### config.mk
export PLATFORM = sky130hd
export DESIGN_NAME = aes_dec_round_ctrl
export DESIGN_NICKNAME = d
export VERILOG_FILES = /design/src/rtl/aes_dec_round_ctrl.sv
export SDC_FILE = /design/constraint.sdc
export NUM_CORES = 1
export LEC_CHECK = 0
export ABC_AREA = 1
export CORE_AREA = 2 2 39 41
export CTS_BUF_LIST = sky130_fd_sc_hd__clkbuf_8
export CTS_CLUSTER_SIZE = 20
export DETAILED_ROUTE_END_ITERATION = 12
export DIE_AREA = 0 0 41 43
export GPL_ROUTABILITY_DRIVEN = 0
export GPL_TIMING_DRIVEN = 0
export PLACE_DENSITY = 0.74
export REMOVE_ABC_BUFFERS = 1
export SLEW_MARGIN = 0
export SYNTH_ARGS = -nofsm -noshare
export SYNTH_HDL_FRONTEND = slang
export SYNTH_SLANG_ARGS = --single-unit
### constraint.sdc
create_clock -name clk -period 1.6 [get_ports clk]
set_input_delay 0.48 -clock clk [delete_from_list [all_inputs] [get_ports clk]]
set_output_delay 0.48 -clock clk [all_outputs]
set_load 0.02 [all_outputs]
### src/rtl/aes_dec_round_ctrl.sv
// aes_dec_round_ctrl
//   Sequencer for an iterative AES-128 decryption datapath that runs one round
//   per clock. It selects the round key, loads and enables the state register
//   and gates InvMixColumns. A start/key_ready and out_valid/out_ready
//   handshake connects it to the block wrapper.
//
//   Every output is decoded from registered state only (FSM, round counter and
//   abort flag), so no input reaches an output combinationally.
//
// Parameters
//   NR     number of rounds; the key mux has NR+1 inputs (0..NR)
//   SEL_W  width of key_sel; 2**SEL_W must exceed NR
//
// Ports
//   clk        in   system clock, rising edge
//   rst_n      in   asynchronous active-low reset
//   start      in   decrypt request
//   key_ready  in   round keys 0..NR valid; must stay high for the whole block
//   out_ready  in   consumer accepts the plaintext
//   busy       out  accept .. plaintext handshake (or abort)
//   key_sel    out  round-key mux select, never above NR
//   ld_state   out  state <= ciphertext ^ key[NR]
//   state_en   out  state register update enable
//   mix_en     out  InvMixColumns enable (0 = bypass)
//   out_valid  out  plaintext valid in the state register
//   abort      out  one-cycle pulse after key_ready dropped mid-block
module aes_dec_round_ctrl #(
    parameter int NR    = 10,
    parameter int SEL_W = 4
) (
    input  logic             clk,
    input  logic             rst_n,
    input  logic             start,
    input  logic             key_ready,
    input  logic             out_ready,
    output logic             busy,
    output logic [SEL_W-1:0] key_sel,
    output logic             ld_state,
    output logic             state_en,
    output logic             mix_en,
    output logic             out_valid,
    output logic             abort
);

    typedef enum logic [2:0] {
        IDLE     = 3'd0,
        WAIT_KEY = 3'd1,
        INIT     = 3'd2,
        ROUND    = 3'd3,
        FINAL    = 3'd4,
        DONE     = 3'd5
    } state_t;

    state_t           state_q, state_d;
    logic [SEL_W-1:0] rnd_q, rnd_d;
    logic             abort_q, abort_d;

    always_ff @(posedge clk or negedge rst_n) begin
        if (!rst_n) begin
            state_q <= IDLE;
            rnd_q   <= '0;
            abort_q <= 1'b0;
        end else begin
            state_q <= state_d;
            rnd_q   <= rnd_d;
            abort_q <= abort_d;
        end
    end

    // Next state. The abort flag is registered so the pulse lands in the
    // first IDLE cycle, where state_en is already low.
    always_comb begin
        state_d = state_q;
        rnd_d   = rnd_q;
        abort_d = 1'b0;
        unique case (state_q)
            IDLE: begin
                if (start) state_d = key_ready ? INIT : WAIT_KEY;
            end
            // Being in this state is what remembers the request, so start
            // may drop while the keys are still being expanded.
            WAIT_KEY: begin
                if (key_ready) state_d = INIT;
            end
            INIT: begin
                if (!key_ready) begin
                    state_d = IDLE;
                    abort_d = 1'b1;
                end else begin
                    state_d = ROUND;
                    rnd_d   = SEL_W'(NR - 1);
                end
            end
            ROUND: begin
                if (!key_ready) begin
                    state_d = IDLE;
                    abort_d = 1'b1;
                    rnd_d   = '0;
                end else if (rnd_q == SEL_W'(1)) begin
                    state_d = FINAL;
                    rnd_d   = '0;
                end else begin
                    rnd_d = rnd_q - SEL_W'(1);
                end
            end
            FINAL: begin
                state_d = DONE;
                if (!key_ready) begin
                    state_d = IDLE;
                    abort_d = 1'b1;
                end
            end
            // key_ready is irrelevant here: the plaintext is complete. A new
            // request on the handshake cycle goes straight to INIT.
            DONE: begin
                if (out_ready) state_d = (start && key_ready) ? INIT : IDLE;
            end
            default: begin
                state_d = IDLE;
                rnd_d   = '0;
            end
        endcase
    end

    // Moore output decode.
    always_comb begin
        busy      = 1'b0;
        key_sel   = '0;
        ld_state  = 1'b0;
        state_en  = 1'b0;
        mix_en    = 1'b0;
        out_valid = 1'b0;
        abort     = abort_q;
        unique case (state_q)
            IDLE: ;
            WAIT_KEY: busy = 1'b1;
            INIT: begin
                busy     = 1'b1;
                key_sel  = SEL_W'(NR);
                ld_state = 1'b1;
                state_en = 1'b1;
            end
            ROUND: begin
                busy     = 1'b1;
                key_sel  = rnd_q;
                state_en = 1'b1;
                mix_en   = 1'b1;
            end
            FINAL: begin
                busy     = 1'b1;
                state_en = 1'b1;
            end
            DONE: begin
                busy      = 1'b1;
                out_valid = 1'b1;
            end
            default: ;
        endcase
    end

endmodule

## Yosys cells after proc, flatten, opt, wreduce, memory -nomap -nowiden

Index checks and enable logic that the tools add are counted.

- Add/sub/neg operators: 1
- Eq/ne operators: 11
- Muxes and demuxes: 22
- Bitwise operators: 1
- Reduce and logical (&&, ||, !) cells: 7

Operator list:

| kind | number |
|---|---|
| two-way mux 3 bit | 6 |
| one-hot mux 3 bit (6 select lines) | 1 |
| two-way mux 4 bit | 3 |
| one-hot mux 4 bit (3 select lines) | 1 |
| inequality test 2 bit, second input constant | 4 |
| one-hot mux 4 bit (2 select lines) | 1 |
| two-way mux 1 bit | 7 |
| equality test 3 x 2 -> 1 bit, second input constant | 2 |
| equality test 3 bit, second input constant | 2 |
| two-way mux 2 bit | 3 |
| OR reduction 5 bit | 1 |
| equality test 4 x 1 -> 1 bit, second input constant | 1 |
| AND reduction 4 bit | 1 |
| OR reduction 4 bit | 1 |
| subtractor 4 x 1 -> 4 bit, second input constant | 1 |
| equality test 3 x 1 -> 1 bit, second input constant | 1 |
| logical NOT 3 bit | 1 |
| inequality test 3 bit, second input constant | 1 |
| OR reduction 3 bit | 1 |
| AND reduction 2 bit | 1 |
| logical AND 1 bit | 1 |
| NOT 1 bit | 1 |

- Register bits after elaboration: 8
- Input port bits: 5
- Output and inout bits: 10
- Logic and storage cells: 45

## Depth between registers and ports, before layout

- Depth in word-level cells: 4
- Gate-level depth with buffers: 8
- Depth with buffers taken out: 8

## Worst setup path before layout

Ideal clock, no wire load.

- Path type: register -> output
- From: register state_q[0]
- To: output port key_sel[0]
- Data arrival time: 1.079 ns
- Data required time: 1.120 ns
- Path slack: 0.041 ns
- Cell stages (with the launch flop): 6
- Path buffers: 1
- Cells stage by stage: dfrtp_1 > buf_6 > nand2_2 > nor2_4 > inv_1 > nor2_1

- Cells in the longest elaborated chain, start to end: 2
- Elaborated cells between the ends (all ways): 3
- Those cells by class: 2 x eq/ne; 1 x mux

Ends and longest elaborated chain:

| element | line | source |
|---|---|---|
| start, declared | 54 | `state_t state_q, state_d;` |
| start signal, assigned | 64 | `state_q <= state_d;` |
| equality test 3 x 2 -> 1 bit | 134 | `unique case (state_q)` |
| one-hot mux 4 bit (2 select lines) * | 134 |  |
| end, declared | 37 | `output logic [SEL_W-1:0] key_sel,` |

Mark *: on every way between the ends. The rest lies on a longest branch, timed or not.

## Worst setup path after layout

- From: register state_q[1]
- To: output port busy

- Cells in the longest elaborated chain, start to end: 3
- Elaborated cells between the ends (all ways): 7
- Those cells by class: 5 x eq/ne; 1 x mux; 1 x reduce/logical

Ends and longest elaborated chain:

| element | line | source |
|---|---|---|
| equality test 3 bit (tied with other cells) | 134 |  |
| OR reduction 5 bit (no source line) * | - |  |
| two-way mux 1 bit * | 134 |  |
| end, declared | 36 | `output logic busy,` |

Marks and branches as above.

==> results.cfg <==
[sta]
worst_clock_skew_ns = 0.000948
layout_min_cycle_time_ns = 1.68
maxSlewViolCount = 0
slew_headroom_pct = 72.2
tns_ns = -0.246
final_hold_viol_count = 0
clock.fmax_ghz = 0.596
tightestPinTransition_ns = 0.417
setup_ws_ns = -0.0767
grt_setup_unrepaired = yes
post-route-period-util_pct = 105
setup_viol = 6

[critical_path]
slowest_delay_ns = 0.46
cpMostUsedCell = nand2_2
r2r_slack_ns = 0.31
cp-end-kind = primary output
worst_r2r_endpoint = rnd_q[0]$_DFFE_PN0P_
startpoint_type = flip-flop
cp_slowest_cell = dfrtp_2
crit_start = state_q[1]$_DFFE_PN0P_
crit_required_ns = 1.12
rr_worst_depth = 8
critical_path_class = flip-flop to primary output
cp.arrival_ns = 1.20
r2r-start = state_q[2]$_DFFE_PN0P_
path_cells = inv_4 -> nand3_2 -> nand2_2 -> inv_2 -> nand2_2 -> buf_6
cp_max_fo = 7

[synthesis]
synth-warning-count = 0
async_flop_share_pct = 100
synth.most_common_cell = nand2_1
synth_largest_area_cell = dfrtp_1
yosys-top-cells-count = nand2_1 (16), inv_1 (10), dfrtp_1 (8)
synth_top_area_share_pct = 33.5
synth_cells = 80
ys_seq_elements = 8
seq_area_frac_synth_pct = 33.5
synthAdderAreaFrac_pct = 4.18
muxShareOfSynthArea_pct = 0
synthTopCellsByArea = dfrtp_1 (33%), nand2_1 (10%), inv_1 (6.3%)
synth_cell_type_count = 20
ys.flop_type = dfrtp_1
syn_area_um2 = 598
synth_edf_count = 0
synth.avg_cell_area_um2 = 7.48
synth_compound_area_share_pct = 9.21
synth-simple-area-share_pct = 37.7
synth_xor_area_share_pct = 2.93
synth_top_family_by_area = simple AND/OR/NAND/NOR gates

[layout]
nets = 113
area_growth_pct = 47.1
drive_above_1_share_pct = 47.1
fillers = 110
antenna_cells = 0
finalNonFillerCells = 120

[run_status]
violations = setup timing
status = finished, violations left

[drt]
drt_first_pass_iters = 4
drtAntennaViolNets = 0
wire_per_inst_um = 13.7
viasPerCell = 5.10
drc_errors = 0
drt_wl_total_um = 1640
drt_iter0_drc = 6
num_vias = 612

[global_route]
grt_max_degree = 11
antenna_found_initial = 0
track_usage_pct = 20.7
grt_pass1_wl_um = 2380
grt_pass1_vias = 564
grt_overflow = 0

[place]
place_inst = 108
hpwl_um = 981
numPortBuffers = 14

[pwr]
switching_share_pct = 47.3
p_int_uw = 994
power_density_mw_per_mm2 = 2150
p_leak_nw = 0.461
pwr-share-clk_pct = 12.9
power_frac_comb_pct = 66.3
p_sw_uw = 894
pwr-share-seq_pct = 20.8
irDropWorstVdd_mv = 0.801

[min_path]
min_from = rnd_q[3]$_DFFE_PN0P_
whs_path_depth = 2
hold_path_end = rnd_q[3]$_DFFE_PN0P_
hp-class = flip-flop to flip-flop

[cts]
numCtsBuffers = 3
clk_latency_ns = 0.23
cts_sinks = 8
clk_pin_slew_worst_paths_ns = 0.04
ctsRootBufferMaster = clkbuf_8
cts_tree = yes
h-tree-depth = 1
clock_path_buffers = 2

[floorplanning]
initial_utilization_pct = 43.2
core_area_mm2 = 0.00138
dieWidth_um = 41
dieArea_mm2 = 0.00176
io_pins = 15
die_height_um = 43
fp-row-count = 14

[run]
drv_cap = 0
==> layout by cell type, fill, tap and decap left out, types with 3 or more instances in the layout <==
master	instances
nand2_1	14
buf_4	11
inv_1	8
nand2_2	7
nor2_1	6
nand3_1	6
buf_6	6
dfrtp_1	5
inv_2	4
nand4_1	4
nor2_4	3
clkbuf_8	3
clkdlybuf4s50_1	3
dfrtp_2	3
==> final cells by class <==
cell class / count / area, um^2 / area share [%]
Timing Repair Buffer: 23 / 203 / 23.0
Tap cell: 16 / 20.0 / 2.28
Clock buffer: 3 / 41.3 / 4.69
Multi-Input combinational cell: 55 / 350 / 39.8
Sequential cell: 8 / 204 / 23.2
Inverter: 15 / 61.3 / 6.97
==> worst max-delay path by stage <==
stage / to / slack (ns) / cells past startpoint
floorplan: key_sel[0] / -0.04 / 4
global placement: key_sel[0] / -0.41 / 5
detailed placement: key_sel[0] / -0.42 / 5
CTS: key_sel[0] / -0.06 / 5
global route: key_sel[2] / -0.12 / 5
finish: busy / -0.08 / 6
==> power by group through the flow <==
stage          Sequential [mW]  Clock (mW)  Combinational, mW
2_1_floorplan            0.386           0              0.679
3_3_place_gp             0.391           0              0.981
3_5_place_dp             0.393           0              0.997
4_1_cts                  0.391       0.251               1.08
5_1_grt                  0.403       0.262               1.35
6_report                 0.393       0.244               1.25
==> per-layer routing <==
metal | track usage, % | vias up | wire (um) | share of wire, %
li1 | - | 301 | - | -
met5 | 0 | - | 0 | 0
met2 | 30.9 | 16 | 844 | 51
met3 | 7.33 | 9 | 56 | 3.4
met1 | 22.7 | 286 | 679 | 41
met4 | 15.3 | 0 | 59 | 3.6
==> what timing repair did <==
action,CTS,global route
setup endpoints to repair,12,9
hold buffers,0,0
cloned,0,0
setup buffers,4,5
pin swaps,0,3
resized for setup,59,7
==> state kept, by name, summed over array words and instances (netlist names) <==
signal   flops
state_q      3
rnd_q        4
abort        1
==> worst max-delay path: cells and delay by family, from the launching register on <==
kind                   cells  cell delay [ns]
flip-flops                 1             0.46
buffers and inverters      3             0.27
AND/OR/NAND/NOR            3             0.24
==> metrics by stage <==
step,setup WS [ns],power (mW),cell area (um^2),util [%],hold slack (ns)
2_1_floorplan,-0.0419,1.06,579,-,0.184
3_3_place_gp,-0.413,1.37,739,53.4,0.490
3_5_place_dp,-0.415,1.39,739,53.4,0.493
4_1_cts,-0.0569,1.72,820,59.2,0.504
5_1_grt,-0.122,2.02,880,63.6,0.519
6_report,-0.0767,1.89,880,63.6,0.502
==> logic make-up (layout without fill, tap and decap cells) <==
family,Yosys count,in the layout
buf+inv,17,41
simple gates,44,44
xor+xnor,2,2
fa+ha+maj,2,2
flops,8,8
compound gates,7,7
Note: power is estimated with default switching activity, not from simulation.
==> variant 1 (same flow settings) <==
Register the input `key_ready` before use, without a reset. The logic sees it one clock later. The other inputs are not delayed to match. Comments in the files are not updated.
--- a/src/rtl/aes_dec_round_ctrl.sv
+++ b/src/rtl/aes_dec_round_ctrl.sv
@@ -52,4 +52,10 @@
     } state_t;
 
+    logic key_ready_q;
+
+    always_ff @(posedge clk) begin
+        key_ready_q <= key_ready;
+    end
+
     state_t           state_q, state_d;
     logic [SEL_W-1:0] rnd_q, rnd_d;
@@ -76,13 +82,13 @@
         unique case (state_q)
             IDLE: begin
-                if (start) state_d = key_ready ? INIT : WAIT_KEY;
+                if (start) state_d = key_ready_q ? INIT : WAIT_KEY;
             end
             // Being in this state is what remembers the request, so start
             // may drop while the keys are still being expanded.
             WAIT_KEY: begin
-                if (key_ready) state_d = INIT;
+                if (key_ready_q) state_d = INIT;
             end
             INIT: begin
-                if (!key_ready) begin
+                if (!key_ready_q) begin
                     state_d = IDLE;
                     abort_d = 1'b1;
@@ -93,5 +99,5 @@
             end
             ROUND: begin
-                if (!key_ready) begin
+                if (!key_ready_q) begin
                     state_d = IDLE;
                     abort_d = 1'b1;
@@ -106,5 +112,5 @@
             FINAL: begin
                 state_d = DONE;
-                if (!key_ready) begin
+                if (!key_ready_q) begin
                     state_d = IDLE;
                     abort_d = 1'b1;
@@ -114,5 +120,5 @@
             // request on the handshake cycle goes straight to INIT.
             DONE: begin
-                if (out_ready) state_d = (start && key_ready) ? INIT : IDLE;
+                if (out_ready) state_d = (start && key_ready_q) ? INIT : IDLE;
             end
             default: begin
Check against the original RTL: not equivalent (Yosys sat finds a counterexample within 4 cycles, from zero or initial values and one cycle with rst_n low).
==> variant 1 against the original RTL <==
- the run still ends with setup timing left
- global-route usage rose by 0.53 points
- clock power rose by 7%
- area after synthesis fell by 0.63%
- hold slack improved by 0.024 ns
- core utilization rose by 7.9 points
- count of clock-buffer cells in the layout did not move
- via count rose by 17%
- register-to-register slack got worse by 0.20 ns
- sequential cell count rose by 1
- design area rose by 12%
- power rose by 5.3%
- setup slack got worse by 0.032 ns
- routed wire length rose by 18%
- critical path type unchanged
- critical endpoint is now key_sel[2]
- largest cell class unchanged
==> variant 1: results (changes against the original RTL) <==
[metrics] status: complete, but fails checks (unchanged)
[metrics] Net Sw Frac: 45.9% (was 47.3%)
[metrics] detailed router's first-iteration violation count: 9 (was 6)
[metrics] final wirelength: 1.93 mm (was 1.64 mm)
[metrics] power of the clock network: 262 uW (was 244 uW)
[metrics] destination of the worst register-to-register timing path: state_q[0]$_DFFE_PN0P_ (was rnd_q[0]$_DFFE_PN0P_)
[metrics] Via Count: 717 (was 612)
[metrics] share of final-layout standard cells stronger than drive strength 1: 39.8% (was 47.1%)
[metrics] worst-case setup slack after placement: -0.512 ns (was -0.415 ns)
[metrics] Pre-antenna DRT Iters: 5 (was 4)
[metrics] Worst-Margin Slew: 0.392 ns (was 0.417 ns)
[metrics] Gates resized, CTS repair: 53 (was 59)
[metrics] failing checks: setup timing (unchanged)
[metrics] standby leakage power: 0.000516 uW (was 0.000461 uW)
[metrics] count of non-CTS buffers in the layout: 30 (was 23)
[metrics] number of failing setup endpoints in the final timing report: 9 (was 6)
[metrics] share of synthesized area occupied by flip-flops and latches: 37.1% (was 33.5%)
[metrics] share of synthesized cell area in full adder, half adder and majority cells: 4.21% (was 4.18%)
[metrics] NetSw: 912 uW (was 894 uW)
[metrics] share of the synthesized area in compound gates (AO/OA/AOI/OAI): 8.21% (was 9.21%)
[metrics] number of global-route vias before repair: 636 (was 564)
[metrics] commonest cells in the synthesized netlist: 18 x nand2_1, 12 x nand3_1, 9 x inv_1, 9 x nor2_1, 8 x dfrtp_1 (was 16 x nand2_1, 10 x inv_1, 8 x dfrtp_1, 7 x nand3_1)
[metrics] M1 GR Usage: 22.8% (was 22.7%)
[metrics] fin worst setup slack: -0.108 ns (was -0.0767 ns)
[metrics] dominant cells by area after synthesis: dfrtp_1 34%, nand2_1 11%, nand3_1 10% (was dfrtp_1 33%, nand2_1 10%, inv_1 6.3%)
[metrics] global-route wire length before repair: 2.49 mm (was 2.38 mm)
[metrics] number of logic inverters in the finished layout: 14 (was 15)
[metrics] dpl hpwl: 968 um (was 981 um)
[metrics] met2 demand-to-capacity share in global routing: 37.2% (was 30.9%)
[metrics] post-route worst hold slack: 0.526 ns (was 0.502 ns)
[metrics] setup fix buffers added after clock tree synthesis: 9 (was 4)
[metrics] area share of the leading cell type in the synthesized netlist: 33.7% (was 33.5%)
## variant 1: worst max-delay path by stage
stage | start | to | slack [ns] | cells after the start
2_1_floorplan | state_q[2]$_DFFE_PN0P_ | key_sel[0] | -0.26 | 5
3_3_place_gp | state_q[2]$_DFFE_PN0P_ | key_sel[0] | -0.50 | 6
3_5_place_dp | state_q[2]$_DFFE_PN0P_ | key_sel[2] | -0.51 | 6
4_1_cts | state_q[2]$_DFFE_PN0P_ | key_sel[2] | -0.06 | 6
5_1_grt | state_q[2]$_DFFE_PN0P_ | key_sel[2] | -0.16 | 6
6_report | state_q[2]$_DFFE_PN0P_ | key_sel[2] | -0.11 | 6
## variant 1: per-layer routing
| layer | share of wire, % | vias to the layer above | wire length, um |
|---|---|---|---|
| met2 | 51 | 36 | 975 |
| met3 | 5.8 | 13 | 112 |
| met4 | 6.8 | 0 | 132 |
| met5 | 0 | - | 0 |
| met1 | 37 | 328 | 708 |
| li1 | - | 340 | - |
==> variant 2 (same settings) <==
Made on the original files. `SEL_W`: 4 -> 5.
--- a/src/rtl/aes_dec_round_ctrl.sv
+++ b/src/rtl/aes_dec_round_ctrl.sv
@@ -27,5 +27,5 @@
 module aes_dec_round_ctrl #(
     parameter int NR    = 10,
-    parameter int SEL_W = 4
+    parameter int SEL_W = 5
 ) (
     input  logic             clk,
Ports: changed (resized key_sel); port bits go from 15 to 16. The function was not compared with the original's and may differ.
==> variant 2 against the original RTL <==
- the run still ends with setup timing left
- area after synthesis is 9.4% higher
- non-clock buffer count is 7 higher
- via count is 26% higher
- power is 6.3% higher
- final cell count is 19% higher
- die area stayed put
- setup slack worse by 0.046 ns
- critical path depth stayed put
- routed wire length is 18% higher
- clock skew is 0.0036 ns higher
- sequential cell count is 1 higher
- combinational power is 5% higher
- design area is 12% higher
- largest power group unchanged
==> variant 2: results (changes against the original RTL) <==
[metrics] status: complete, but fails checks (unchanged)
[metrics] failing checks: setup timing (unchanged)
[metrics] Gates resized, CTS repair: 55 (was 59)
[metrics] Wirelength per Cell: 13.6 um (was 13.7 um)
[metrics] synthesis-to-layout area growth: 50.3% (was 47.1%)
[metrics] combined global-route utilization of all metal layers: 24.2% (was 20.7%)
[metrics] worst setup path startpoint: state_q[0]$_DFFE_PN0P_ (was state_q[1]$_DFFE_PN0P_)
[metrics] clk tree area frac: 4.71% (was 4.69%)
[metrics] M1 GR Usage: 31.2% (was 22.7%)
[metrics] number of failing setup endpoints in the final timing report: 8 (was 6)
[metrics] Routed met2 length: 1.03 mm (was 844 um)
[metrics] placed inst area: 812 um2 (was 739 um2)
[metrics] fin worst setup slack: -0.123 ns (was -0.0767 ns)
[metrics] dominant cells by area after synthesis: dfrtp_1 34%, nand2_1 12%, nand3_1 9.2% (was dfrtp_1 33%, nand2_1 10%, inv_1 6.3%)
[metrics] Relative slew margins: 70.4% (was 72.2%)
[metrics] number of logic inverters in the finished layout: 17 (was 15)
[metrics] standby leakage power: 0.000529 uW (was 0.000461 uW)
[metrics] Synth Instances: 95 (was 80)
[metrics] detailed router's first-iteration violation count: 19 (was 6)
[metrics] share of the final layout cell area in sequential cells: 23.2% (about the same)
[metrics] share of final-layout standard cells stronger than drive strength 1: 36.2% (was 47.1%)
[metrics] share of synthesized area occupied by flip-flops and latches: 34.4% (was 33.5%)
[metrics] global-route wire length before repair: 2.88 mm (was 2.38 mm)
[metrics] GR met3 Demand/Resource: 4.71% (was 7.33%)
[metrics] number of global-route vias before repair: 678 (was 564)
[metrics] fill cell total of the finished layout: 115 (was 110)
[metrics] data arrival at the endpoint of the critical path: 1.24 ns (was 1.20 ns)
[metrics] distinct cell type count after synthesis: 19 (was 20)
[metrics] commonest cells in the synthesized netlist: 21 x nand2_1, 14 x inv_1, 12 x nand3_1, 12 x nor2_1, 9 x dfrtp_1 (was 16 x nand2_1, 10 x inv_1, 8 x dfrtp_1, 7 x nand3_1)
[metrics] number of multi-input combinational cells in the layout: 67 (was 55)
[metrics] via density per instance: 5.41 (was 5.10)
[metrics] highest ir drop seen on vdd: 1320 uV (was 801 uV)
[metrics] Final Non-Filler Cells: 143 (was 120)
[metrics] dpl hpwl: 1.16 mm (was 981 um)
[metrics] proportion of power drawn by combinational gates: 65.4% (was 66.3%)
[metrics] wire length on met3: 89 um (was 56 um)
[metrics] worst-case setup slack after placement: -0.456 ns (was -0.415 ns)
[metrics] data-path buffer share of cell area in the final layout: 24.6% (was 23.0%)
-- variant 2: cell count changes in the layout (fill, tap and decap cells not counted), moves of 5 or more --
| cell | change |
|---|---|
| nand2_1 | +6 |
| nor2_1 | +5 |
| buf_4 | +9 |
| nand2_2 | -5 |
-- variant 2: worst paths after layout --
kind	to	cells past startpoint	slack, ns
min reg2reg	rnd_q[1]$_DFFE_PN0P_	2	0.51
max in group asynchronous	state_q[1]$_DFFE_PN0P_	1	0.72
max reg2reg	state_q[1]$_DFFE_PN0P_	8	0.16
min in group asynchronous	rnd_q[4]$_DFFE_PN0P_	1	0.55
max	busy	6	-0.12
min	rnd_q[1]$_DFFE_PN0P_	2	0.51
-- variant 2: cells by family after synthesis --
family                     share of synthesized area [%]
AOI/OAI and AO/OA                                   8.41
xor gates and xnor gates                            2.68
adders and majority gates                           3.82
buffers and inverters                               11.7
DFF                                                 34.4
and+or+nand+nor                                     39.0
